<file path="config.mk">
export PLATFORM = sky130hd
export DESIGN_NAME = mem_bank_pipe
export DESIGN_NICKNAME = d
export VERILOG_FILES = /design/src/rtl/mem_bank_pipe.sv
export SDC_FILE = /design/constraint.sdc
export NUM_CORES = 2
export LEC_CHECK = 0
export CAP_MARGIN = 25
export CORE_ASPECT_RATIO = 1.1
export CORE_MARGIN = 2
export CORE_UTILIZATION = 60
export CTS_CLUSTER_SIZE = 20
export DETAILED_ROUTE_END_ITERATION = 8
export GPL_TIMING_DRIVEN = 0
export PLACE_DENSITY_LB_ADDON = 0.3
export SLEW_MARGIN = 10
export SYNTH_ARGS = -nofsm -noshare
export SYNTH_HDL_FRONTEND = slang
export SYNTH_SLANG_ARGS = --single-unit
</file>
<file path="constraint.sdc">
create_clock -name clk -period 4.96 [get_ports clk]
set_input_delay 0.496 -clock clk [delete_from_list [all_inputs] [get_ports clk]]
set_output_delay 0.496 -clock clk [all_outputs]
set_load 0.03 [all_outputs]
</file>
<file path="src/rtl/mem_bank_pipe.sv">
// Single-port scratch bank with per-byte writes, a post-reset clear sequence,
// a 1- or 2-cycle read pipeline and an in-order, backpressured response FIFO.
module mem_bank_pipe #(
    parameter int WIDTH      = 32,
    parameter int DEPTH      = 48,
    parameter int ADDR_WIDTH = $clog2(DEPTH),
    parameter int RD_LAT     = 1,
    parameter int NBYTES     = WIDTH / 8
) (
    input  logic                  clk,
    input  logic                  rst,
    input  logic                  valid,
    output logic                  ready,
    input  logic                  wr_rd,
    input  logic [ADDR_WIDTH-1:0] addr,
    input  logic [WIDTH-1:0]      wdata,
    input  logic [NBYTES-1:0]     be,
    output logic                  rvalid,
    input  logic                  rready,
    output logic [WIDTH-1:0]      rdata,
    output logic                  rerr,
    output logic                  init_done
);
    // state | meaning
    // INIT  | clearing one word per cycle, requests blocked
    // RUN   | serving requests until the next reset
    typedef enum logic {INIT, RUN} state_t;

    localparam int FIFO_DEPTH = RD_LAT + 1;
    localparam int CNT_W      = $clog2(FIFO_DEPTH + 1);

    typedef struct packed {
        logic [WIDTH-1:0] data;
        logic             err;
    } rsp_t;

    state_t                state, state_n;
    logic [ADDR_WIDTH-1:0] init_cnt;
    logic [WIDTH-1:0]      mem [DEPTH];
    logic [CNT_W-1:0]      outst;
    logic [CNT_W-1:0]      fifo_cnt, fifo_cnt_n;
    rsp_t                  fifo_q [FIFO_DEPTH];
    rsp_t                  fifo_n [FIFO_DEPTH];
    rsp_t                  rd_cap, push_rsp;
    logic                  in_range, wr_acc, rd_acc, push, pop;

    always_ff @(posedge clk or posedge rst) begin
        if (rst) begin
            state    <= INIT;
            init_cnt <= '0;
        end else begin
            state <= state_n;
            if (state == INIT)
                init_cnt <= init_cnt + ADDR_WIDTH'(1);
        end
    end

    always_comb begin
        state_n   = state;
        ready     = 1'b0;
        init_done = 1'b0;
        case (state)
            INIT: begin
                if (init_cnt == ADDR_WIDTH'(DEPTH - 1))
                    state_n = RUN;
            end
            RUN: begin
                init_done = 1'b1;
                ready     = (outst < CNT_W'(FIFO_DEPTH));
            end
        endcase
    end

    assign in_range = (int'(addr) < DEPTH);
    assign wr_acc   = valid && ready && wr_rd;
    assign rd_acc   = valid && ready && !wr_rd;

    // Array has no reset; INIT rewrites every word after each reset.
    always_ff @(posedge clk) begin
        if (state == INIT) begin
            mem[init_cnt] <= '0;
        end else if (wr_acc && in_range) begin
            for (int i = 0; i < NBYTES; i++)
                if (be[i])
                    mem[addr][8*i +: 8] <= wdata[8*i +: 8];
        end
    end

    assign rd_cap.data = in_range ? mem[addr] : '0;
    assign rd_cap.err  = !in_range;

    generate
        if (RD_LAT == 2) begin : g_pipe
            rsp_t pipe_q;
            logic pipe_v;
            always_ff @(posedge clk or posedge rst) begin
                if (rst) begin
                    pipe_v <= 1'b0;
                    pipe_q <= '0;
                end else begin
                    pipe_v <= rd_acc;
                    if (rd_acc)
                        pipe_q <= rd_cap;
                end
            end
            assign push     = pipe_v;
            assign push_rsp = pipe_q;
        end else begin : g_nopipe
            assign push     = rd_acc;
            assign push_rsp = rd_cap;
        end
    endgenerate

    assign rvalid = (fifo_cnt != '0);
    assign pop    = rvalid && rready;

    // Shift FIFO: entry 0 is the registered head and keeps its value once drained.
    always_comb begin
        fifo_n     = fifo_q;
        fifo_cnt_n = fifo_cnt;
        if (pop) begin
            for (int i = 0; i < FIFO_DEPTH - 1; i++)
                if (i + 1 < int'(fifo_cnt))
                    fifo_n[i] = fifo_q[i + 1];
            fifo_cnt_n = fifo_cnt - CNT_W'(1);
        end
        if (push) begin
            for (int i = 0; i < FIFO_DEPTH; i++)
                if (i == int'(fifo_cnt_n))
                    fifo_n[i] = push_rsp;
            fifo_cnt_n = fifo_cnt_n + CNT_W'(1);
        end
    end

    always_ff @(posedge clk or posedge rst) begin
        if (rst) begin
            fifo_cnt <= '0;
            outst    <= '0;
            for (int i = 0; i < FIFO_DEPTH; i++)
                fifo_q[i] <= '0;
        end else begin
            fifo_cnt <= fifo_cnt_n;
            fifo_q   <= fifo_n;
            if (rd_acc && !pop)
                outst <= outst + CNT_W'(1);
            else if (pop && !rd_acc)
                outst <= outst - CNT_W'(1);
        end
    end

    assign rdata = fifo_q[0].data;
    assign rerr  = fifo_q[0].err;

endmodule

</file>
==> impl_results.md <==
- Clk Latency, worst-skew pair: 0.77 ns
- Final wirelength: 184,000 um
- Reg clk slew, reported paths: approximately 0.060 ns
- Tcrit/Tclk final: 104%
- Hold Path Class: in2async
- DIE AREA: 109,000 sq um
- Worst Path Required: 5.33 ns
- Number of hold violations in the final report: 0
- Syn Inst Count: 3,282
- Crit path from: addr[2]
- Synth Register Bits: between 1,500 and 2,000
- YS warnings: 0
- Ports: 83
- WL per Instance: 36.3 um
- Top cells by area, synth: edfxtp_1, mux4_2, mux2i_1
- Iteration-0 DRC count of the detailed router: approximately 5,300
- Die Ht: around 350 um
- Buf/Inv on CP: 4
- Status: finished with violations
- Worst setup margin: -0.206 ns
- Relative slew slack: 18.7%
- RSZ-0062 raised after global routing: false
- Yosys cell types: 53
- Top FF cell, synth: edfxtp_1
- Fin util: 68.2%
- DR vias/cell: 6.90
- Max-slew violations: 0
- Final Critical Period: approximately 5.2 ns
- Biggest cell delay along the critical path: 1.11 ns
- Most area-hungry cell type in the Yosys netlist: edfxtp_1
- GRT Residual Overflow: 0
- Port buffer count: slightly below 80
- Seq/Total Area, Yosys: 75.5%
- Mapped cell area: about 64,000 sq um
- CP arrival: about 5.5 ns
- DR vias: ~35,000
- Synthesized area per cell: 19.4 sq um
- Global-route usage over all layers: between 30 and 40%
- Vias in the first global route: about 35,000
- Peak supply drop: slightly above 300 uV
- Clock tree buffer depth: 3
- Dpl hpwl: 127,000 um
- Clk sinks: 1,613
- Net count after synthesis: approximately 3,300
- EDFF count, synth: 1,536
- Post-CTS setup buffer count: 0
- Layout area overhead: 12.9%
- Violated checks: negative setup slack
- Initial core utilization: 60.4%
- Crit-path leading delay family: buffers and inverters
- Core ar.: 105,000 sq um
- Share of the synthesized area in the top cell type: between 70% and 80%
- Post-synthesis simple-gate area fraction: 3.62%
- Worst path cell trace: clkdlybuf4s50_1 -> and2_1 -> clkbuf_1 -> clkbuf_1 -> clkbuf_1 -> nand3_1 -> o31ai_2 -> nand2_1 -> nor2_1
- Maxcap violations: 0
- Largest net degree at the start of global routing: 54
- P_leak: 26.8 nW
- Crit-path slowest cell: nor2_1
- Multi-input logic area: 14,200 sq um
- Final setup violation count: 86
- Critical path class: in2reg
- Initial antenna violation count: 8
- Commonest cells post-synth: edfxtp_1, mux4_2, mux2i_1
- Total CTS buffers: 155
- Placement Setup Slack: -0.569 ns
- Most frequent cell after synthesis: edfxtp_1
- Chip Width: 315 um
- CTS tree: done
- Layout cells sized above 1: 20.9%
- Setup TNS: -7.51 ns
- Power Density: 406 nW/um^2
- # DRC: 0
- Highest fanout seen on the critical path: 10
- Htree depth: 4
- Root Buffer: clkbuf_16
- First drt pass iteration count: 8
- CP endpoint kind: register
- FFs w/ async S/R, synth: 4.77%
- CP Launch Type: input port
- Post-CTS Resized: 0
- Largest family of logic cells by synthesized area: multiplexers
- Mux cell area share after synthesis: 14.8%
- NumNets Final: ~3,600
- Compound-Gate Fraction of Synth Area: 3.55%
- Number of antenna-violating nets in the routed design: 0
- XOR/XNOR Fraction of Synth Area: less than 1%
- Slew @ Worst Pin: 1.22 ns
- Final Skew: around 0.035 ns
- Final GP Congestion: approximately 1.0
- Power Total: just under 0.03 W
- Register area: 48,100 sq um
- Filler cells: 6,510
- First-pass GRT wire length: 256,000 um
- Post-CTS Hold Fix Bufs: 0
- Post-Synth Adder-Cell Area: 0.118%
- Critical Path Most Common Cell: clkbuf_1
- Max Fclk: about 0.19 GHz
- Num rows: around 130
- RR Startpoint: outst[1]
[cell usage in the layout (no fill, tap or decap), types with 55 or more instances in the layout]
master	synthesis	final
nor2_1	219	219
edfxtp_1	1536	1536
dfrtp_1	77	77
buf_4	53	58
nand2_1	125	125
clkbuf_16	0	160
a22oi_1	107	107
clkdlybuf4s50_1	0	78
mux2i_1	224	224
a21oi_1	86	86
clkbuf_1	73	110
nor3_1	56	55
mux4_2	306	306
[registers in the layout, indices dropped and copies added (netlist names)]
signal and count:
fifo_cnt 2, fifo_q 33, init_cnt 6, mem 1536, outst 2, rdata 32, rerr 1, state 1
[cells by family after synthesis]
kind of cell,after synthesis
simple gates,522
xor+xnor,10
flops,1613
compound gates,330
buf+inv,246
fa+ha+maj,6
mux,555
[metal layers]
layer / GRT usage [%] / vias to the layer above / wire, um
met4: 20.1 / 8 / 12700
li1: - / 13804 / -
met1: 43.5 / 17948 / 61100
met2: 54.4 / 2687 / 88400
met5: 0 / - / 62
met3: 8.02 / 560 / 22000
[worst paths after layout]
check                                    to  slack (ns)  depth (start not counted)
worst min-delay path             fifo_q[32]        0.08                          2
worst max register to register   mem[8][24]        0.39                          8
worst min register to register    fifo_q[0]        0.49                          2
worst max-delay path            mem[15][30]       -0.21                          9
max in group asynchronous        fifo_q[14]        4.27                          3
min in group clk                mem[42][23]        0.48                          2
[power breakdown]
group          total [W]  internal [W]  switching (W)
Clock             0.0119       0.00688        0.00499
Sequential        0.0151        0.0151      0.0000608
Combinational    0.00216      0.000719        0.00144
[per-stage QoR]
stage | cells | area [sq um] | hold WS (ns)
2_1_floorplan | 3282 | 63600 | 0.451
3_3_place_gp | 4757 | 66200 | 0.467
3_5_place_dp | 4789 | 66700 | 0.472
4_1_cts | 5062 | 71800 | 0.0608
5_1_grt | 5071 | 71900 | 0.112
6_report | 5075 | 71900 | 0.0803
[area by class of cell]
type | count | area share, %
tap | 1397 | 2.43
multi-input combinational | 1423 | 19.8
inverter | 25 | 0.134
antenna | 4 | 0.0139
clock buffer | 209 | 5.95
sequential | 1613 | 66.9
buffer | 221 | 1.84
timing repair buffer | 119 | 1.90
clock inverter | 64 | 1.08
Note: power is estimated with default switching activity, not from simulation.
